$ cat config.mk
export PLATFORM = sky130hd
export DESIGN_NAME = mas_alu_dispatch_flat
export DESIGN_NICKNAME = d
export VERILOG_FILES = /design/src/rtl/mas_alu_dispatch_pkg.sv /design/src/rtl/mas_alu_dispatch_if.sv /design/src/rtl/mas_alu_dispatch.sv /design/src/flat_wrapper.sv
export SDC_FILE = /design/constraint.sdc
export NUM_CORES = 1
export LEC_CHECK = 0
export CORE_AREA = 2 2 156 158
export DETAILED_ROUTE_END_ITERATION = 8
export DIE_AREA = 0 0 158 160
export PLACE_DENSITY = 0.71
export SLEW_MARGIN = 5
export SYNTH_ARGS = -nofsm -noshare
export SYNTH_HDL_FRONTEND = slang
export SYNTH_SLANG_ARGS = --single-unit
$ cat constraint.sdc
create_clock -name clk -period 3.21 [get_ports clk]
set_input_delay 0.4815 -clock clk [delete_from_list [all_inputs] [get_ports clk]]
set_output_delay 0.4815 -clock clk [all_outputs]
set_load 0.01 [all_outputs]
$ cat src/rtl/mas_alu_dispatch_pkg.sv
// Shared types and constants for the MAS ALU dispatch block and its functional units.
`ifndef MAS_BLEN
`define MAS_BLEN 32
`endif

package mas_alu_pkg;

  typedef enum logic [2:0] {
    MAS_OP_ADD = 3'd0,
    MAS_OP_SUB = 3'd1,
    MAS_OP_AND = 3'd2,
    MAS_OP_OR  = 3'd3,
    MAS_OP_XOR = 3'd4,
    MAS_OP_SLL = 3'd5,
    MAS_OP_SRL = 3'd6
  } mas_alu_opc_e;

  localparam int MAS_NUM_FU     = 7;
  localparam int MAS_FU_LAT_MAX = 15;

  typedef enum logic [1:0] {
    IDLE = 2'd0,
    WAIT = 2'd1,
    RESP = 2'd2
  } mas_dispatch_state_e;

  // Unit index equals opcode value, so legality is simply "a unit exists at that index".
  function automatic logic mas_opc_legal(input logic [2:0] opc, input int num_fu);
    return int'(opc) < num_fu;
  endfunction

endpackage

$ cat src/rtl/mas_alu_dispatch_if.sv
// Request, response and functional-unit operand/result signals of the dispatch block.
`ifndef MAS_BLEN
`define MAS_BLEN 32
`endif

interface mas_alu_dispatch_if
  import mas_alu_pkg::*;
#(
  parameter int BLEN   = `MAS_BLEN,
  parameter int NUM_FU = MAS_NUM_FU
);

  logic                   req_valid;
  logic                   req_ready;
  // Plain 3-bit vector rather than mas_alu_opc_e so the illegal code 7 can be carried.
  logic [2:0]             req_opc;
  logic [BLEN-1:0]        req_op1;
  logic [BLEN-1:0]        req_op2;

  logic [BLEN-1:0]        fu_op1;
  logic [BLEN-1:0]        fu_op2;
  logic [NUM_FU-1:0]      fu_ready;
  logic [NUM_FU*BLEN-1:0] fu_res;

  logic                   resp_valid;
  logic                   resp_ready;
  logic [BLEN-1:0]        resp_data;
  logic                   resp_err;

  modport slave (
    input  req_valid, req_opc, req_op1, req_op2,
    output req_ready,
    output fu_op1, fu_op2,
    input  fu_ready, fu_res,
    output resp_valid, resp_data, resp_err,
    input  resp_ready
  );

  modport master (
    output req_valid, req_opc, req_op1, req_op2,
    input  req_ready,
    input  fu_op1, fu_op2,
    output fu_ready, fu_res,
    input  resp_valid, resp_data, resp_err,
    output resp_ready
  );

endinterface

$ cat src/rtl/mas_alu_dispatch.sv
// Issue stage for the MAS ALU units: one op in flight, shared registered operand bus,
// fixed-latency wait, result capture from the addressed unit, valid/ready response.
`ifndef MAS_BLEN
`define MAS_BLEN 32
`endif

module mas_alu_dispatch
  import mas_alu_pkg::*;
#(
  parameter int BLEN   = `MAS_BLEN,
  parameter int NUM_FU = MAS_NUM_FU,
  parameter int FU_LAT = 1
) (
  input  logic               clk,
  input  logic               rst,
  mas_alu_dispatch_if.slave  bus
);

  localparam int         SEL_W = ($clog2(NUM_FU) > 3) ? $clog2(NUM_FU) : 3;
  localparam logic [3:0] LAT_C = 4'(FU_LAT);

  mas_dispatch_state_e state_q;
  logic [3:0]          cnt_q;
  logic [SEL_W-1:0]    sel_q;
  logic [BLEN-1:0]     fu_op1_q;
  logic [BLEN-1:0]     fu_op2_q;
  logic                resp_valid_q;
  logic                resp_err_q;
  logic [BLEN-1:0]     resp_data_q;

  logic [BLEN-1:0]     sel_res;
  logic                sel_rdy;
  logic                cnt_done;
  logic                opc_legal;

  // Result/ready mux over the addressed unit.
  always_comb begin
    // NOTE: every output of this block gets a default first, so no path leaves it unassigned and no latch is inferred.
    sel_res = '0;
    sel_rdy = 1'b0;
    for (int i = 0; i < NUM_FU; i++) begin
      if (sel_q == SEL_W'(i)) begin
        sel_res = bus.fu_res[i*BLEN +: BLEN];
        sel_rdy = bus.fu_ready[i];
      end
    end
  end

  assign cnt_done  = (cnt_q == LAT_C);
  assign opc_legal = mas_opc_legal(bus.req_opc, NUM_FU);

  // NOTE: all state below is written with non-blocking assignments so every register samples pre-edge values.
  always_ff @(posedge clk or posedge rst) begin
    if (rst) begin
      state_q      <= IDLE;
      cnt_q        <= '0;
      sel_q        <= '0;
      fu_op1_q     <= '0;
      fu_op2_q     <= '0;
      resp_valid_q <= 1'b0;
      resp_err_q   <= 1'b0;
      resp_data_q  <= '0;
    end else begin
      unique case (state_q)
        IDLE: begin
          if (bus.req_valid) begin
            if (opc_legal) begin
              fu_op1_q <= bus.req_op1;
              fu_op2_q <= bus.req_op2;
              sel_q    <= SEL_W'(bus.req_opc);
              cnt_q    <= '0;
              state_q  <= WAIT;
            end else begin
              // Illegal opcode: answer straight away, leave the operand bus untouched.
              resp_data_q  <= '0;
              resp_err_q   <= 1'b1;
              resp_valid_q <= 1'b1;
              state_q      <= RESP;
            end
          end
        end

        WAIT: begin
          if (!cnt_done) begin
            cnt_q <= cnt_q + 4'd1;
          end
          if (cnt_done && sel_rdy) begin
            resp_data_q  <= sel_res;
            resp_err_q   <= 1'b0;
            resp_valid_q <= 1'b1;
            state_q      <= RESP;
          end
        end

        RESP: begin
          // resp_data is deliberately kept after the handshake.
          if (bus.resp_ready) begin
            resp_valid_q <= 1'b0;
            resp_err_q   <= 1'b0;
            state_q      <= IDLE;
          end
        end

        default: state_q <= IDLE;
      endcase
    end
  end

  assign bus.req_ready  = (state_q == IDLE);
  assign bus.fu_op1     = fu_op1_q;
  assign bus.fu_op2     = fu_op2_q;
  assign bus.resp_valid = resp_valid_q;
  assign bus.resp_err   = resp_err_q;
  assign bus.resp_data  = resp_data_q;

endmodule

$ cat src/flat_wrapper.sv
// flat-port wrapper written by rule: the top's interface ports become plain ports
module mas_alu_dispatch_flat import mas_alu_pkg::*;
#(
  parameter int BLEN   = `MAS_BLEN,
  parameter int NUM_FU = MAS_NUM_FU,
  parameter int FU_LAT = 1
)
  (clk, rst, bus_req_valid, bus_req_opc, bus_req_op1, bus_req_op2, bus_req_ready, bus_fu_op1, bus_fu_op2, bus_fu_ready, bus_fu_res, bus_resp_valid, bus_resp_data, bus_resp_err, bus_resp_ready);
  mas_alu_dispatch_if #(.BLEN(BLEN), .NUM_FU(NUM_FU)) bus_i ();
  input  logic clk;
  input  logic rst;
  input wire logic [$bits(bus_i.req_valid)-1:0] bus_req_valid;
  input wire logic [$bits(bus_i.req_opc)-1:0] bus_req_opc;
  input wire logic [$bits(bus_i.req_op1)-1:0] bus_req_op1;
  input wire logic [$bits(bus_i.req_op2)-1:0] bus_req_op2;
  output wire logic [$bits(bus_i.req_ready)-1:0] bus_req_ready;
  output wire logic [$bits(bus_i.fu_op1)-1:0] bus_fu_op1;
  output wire logic [$bits(bus_i.fu_op2)-1:0] bus_fu_op2;
  input wire logic [$bits(bus_i.fu_ready)-1:0] bus_fu_ready;
  input wire logic [$bits(bus_i.fu_res)-1:0] bus_fu_res;
  output wire logic [$bits(bus_i.resp_valid)-1:0] bus_resp_valid;
  output wire logic [$bits(bus_i.resp_data)-1:0] bus_resp_data;
  output wire logic [$bits(bus_i.resp_err)-1:0] bus_resp_err;
  input wire logic [$bits(bus_i.resp_ready)-1:0] bus_resp_ready;
  assign bus_i.req_valid = bus_req_valid;
  assign bus_i.req_opc = bus_req_opc;
  assign bus_i.req_op1 = bus_req_op1;
  assign bus_i.req_op2 = bus_req_op2;
  assign bus_req_ready = bus_i.req_ready;
  assign bus_fu_op1 = bus_i.fu_op1;
  assign bus_fu_op2 = bus_i.fu_op2;
  assign bus_i.fu_ready = bus_fu_ready;
  assign bus_i.fu_res = bus_fu_res;
  assign bus_resp_valid = bus_i.resp_valid;
  assign bus_resp_data = bus_i.resp_data;
  assign bus_resp_err = bus_i.resp_err;
  assign bus_i.resp_ready = bus_resp_ready;
  mas_alu_dispatch #(.BLEN(BLEN), .NUM_FU(NUM_FU), .FU_LAT(FU_LAT)) u_core (.clk(clk), .rst(rst), .bus(bus_i));
endmodule
==> run summary <==
Fraction of registers with async set/reset -> 100.0%
Static Leak -> 0.004303 uW
Clock transition at path regs -> 0.08 ns
Tcrit/Tclk final -> 73.20%
WL met2 -> 12,140 um
H-tree depth -> 3
Total track usage -> 18.48%
Initial antenna violation count -> 1
# setup viols final -> 0
Root Driver -> clkbuf_16
GPL Wtd Cong -> 0.8184
Post-route ant nets -> 0
Seq/Total Area, Yosys -> 42.96%
Syn_nets -> 924
Worst-case clock buffer depth -> 2
Seq cells post-synth -> 107
Prevailing post-synth register cell -> dfrtp_1
Final non-filler cell total -> 1,319
Clock sink count -> 107
Fraction of layout cells with a size suffix above 1 -> 14.37%
TritonCTS buffer count -> 9
Initial DRC Count -> 253
Final Max Slew Viols -> 0
Wl on met1 -> 9534 um
Initial Utilization -> 26.16%
Core area -> 23,820 sq um
R2R cell count -> 6
Placed insts -> 1,303
Vias in the first global route -> 6,571
Layout Nets -> 1,297
Ant diodes -> 0
Maxcap violations -> 0
Final Cell Area -> 10,910 sq um
Post-cts resize count -> 0
Post-Syn Area -> 6232 sq um
Largest net degree at the start of global routing -> 57
PwrDens -> 820.9 nW/um^2
Unrepaired setup endpoints after global routing -> false
WP data arrival -> 2.64 ns
Total grt overflow -> 0
Clk_lat worst skew -> 0.36 ns
Port Buffers -> 400
CTS hold repair buffers -> 0
WL met3 -> 1813 um
Placement Cell Area -> 10,600 sq um
Worst Hold Class -> reg2reg
Total die area -> 25,280 sq um
Status -> complete, no violations
Postcts setup bufs -> 0
Synth cell types -> 34
Cells after synthesis -> 617
Fill cells -> 2,302
Boundary pin count -> 401
Area delta synth->final -> 75.04%
Final Hold Vio Count -> 0
Crit path time final -> 2.350 ns
FMAX -> 0.4256 GHz
DR pass1 iterations -> 4
Slew HR -> 40.87%
Die Width -> 158 um
Critical path fanouts, max -> 26
Average size of a mapped cell -> 10.10 sq um
Via density -> 4.792
Worst slew pin tran -> 0.8851 ns
Detailed Route WL -> 23,920 um
Per-cell routed wire length -> 18.14 um
FP Rows -> 57
Data required time at the worst endpoint -> 3.50 ns
Top layer in use -> met4
Critical Path Start Type -> flop
Kind of critical path -> reg2reg
First-pass GRT wire length -> 35,970 um
Flop-to-flop setup slack -> 0.86 ns
Most frequent cells in the layout -> clkdlybuf4s50_1 (400), dfrtp_1 (104), mux2_2 (95)
Skew final -> 0.01191 ns
Hold path depth -> 1
Peak supply drop -> 0.3325 mV
DP HPWL -> 18,600 um
Die height -> 160 um
Crit. End Element -> flop
DRC Markers -> 0
Number of flops mapped to enable cells by yosys -> 0
Most common cell after layout, fill and taps aside -> clkdlybuf4s50_1
Synth warn -> 0
DR vias -> 6,321
Setup TNS -> 0 ns
CTS tree -> yes
[registers in the layout, indices dropped and copies added (netlist names)]
name	flops
u_core.bus.fu_op1	32
u_core.bus.fu_op2	32
u_core.state_q	2
u_core.bus.resp_err	1
u_core.sel_q	3
u_core.bus.resp_valid	1
u_core.cnt_q	4
u_core.bus.resp_data	32
[stage by stage]
step,utilization [%],total power (uW),hold WS (ns),worst slack (ns)
2_1_floorplan,-,5377,0.4875,1.215
3_3_place_gp,44.52,7815,0.4758,0.6297
3_5_place_dp,44.52,7926,0.4799,0.5970
4_1_cts,45.80,9066,0.5025,0.8446
5_1_grt,45.80,9575,0.5178,0.7444
6_report,45.80,8956,0.4988,0.8602
[cells in the mapped netlist (2+ instances only)]
master / n / area share [%]
nor2_1: 38 / 2.3
a31oi_1: 33 / 3.3
nand3b_1: 3 / 0.36
nand2b_1: 33 / 3.3
dfrtp_1: 107 / 43
o22ai_1: 2 / 0.20
mux2_1: 6 / 1.1
a211oi_1: 2 / 0.24
nand2_1: 38 / 2.3
o21ai_0: 68 / 5.5
a22o_1: 66 / 9.3
nor2b_1: 4 / 0.40
buf_2: 14 / 1.1
buf_6: 3 / 0.54
mux2i_1: 3 / 0.48
a21oi_1: 37 / 3.0
ha_1: 5 / 1.0
inv_1: 8 / 0.48
buf_4: 4 / 0.48
clkbuf_1: 35 / 2.1
mux2_2: 95 / 17
[critical path, stage by stage, from the launching register on]
cell and delay, ns:
dfrtp_2 0.80, nor2b_4 0.47, buf_4 0.36, a22o_1 0.21, nand2_1 0.06, a31oi_1 0.22
a22o_1 0.15
[per-layer routing]
metal	up-vias	track usage, %
met5	-	0
met4	0	5.037
met2	290	32.89
met3	31	4.369
met1	3002	22.09
li1	2998	-
[cell families after synthesis]
logic type	count (synthesis)	share of synthesized area (%)
AO/OA/AOI/OAI	215	22.89
adder cells (fa/ha/maj)	5	1.004
buffers and inverters	64	4.738
flip-flops	107	42.96
multiplexers	104	18.73
AND/OR/NAND/NOR	122	9.677
[report_power, final]
part	internal, uW	leakage [uW]	switching [uW]	total [uW]
sequential	2000	0.00133	654	2650
combinational	2880	0.00283	2300	5180
clock	556	0.000146	569	1130
[final cells by class]
type	count	area, sq um	area share, %
timing repair buffer	418	4202	38.51
clock inverter	7	80.08	0.7340
multi-input combinational	446	3277	30.04
tap	324	405.4	3.716
sequential	107	2686	24.62
clock buffer	9	225.2	2.064
inverter	8	33.78	0.3097
[path summary, 6_finish.rpt]
kind	from	end
worst max-delay path	u_core.sel_q[2]	u_core.bus.resp_data[14]
worst min-delay path	u_core.bus.resp_valid	u_core.bus.resp_valid
worst max register to register	u_core.sel_q[2]	u_core.bus.resp_data[14]
worst min register to register	u_core.bus.resp_valid	u_core.bus.resp_valid
max in group asynchronous	rst	u_core.bus.fu_op1[30]
min in group asynchronous	rst	u_core.bus.resp_data[16]
No activity file was read; power rests on OpenSTA's default activity.
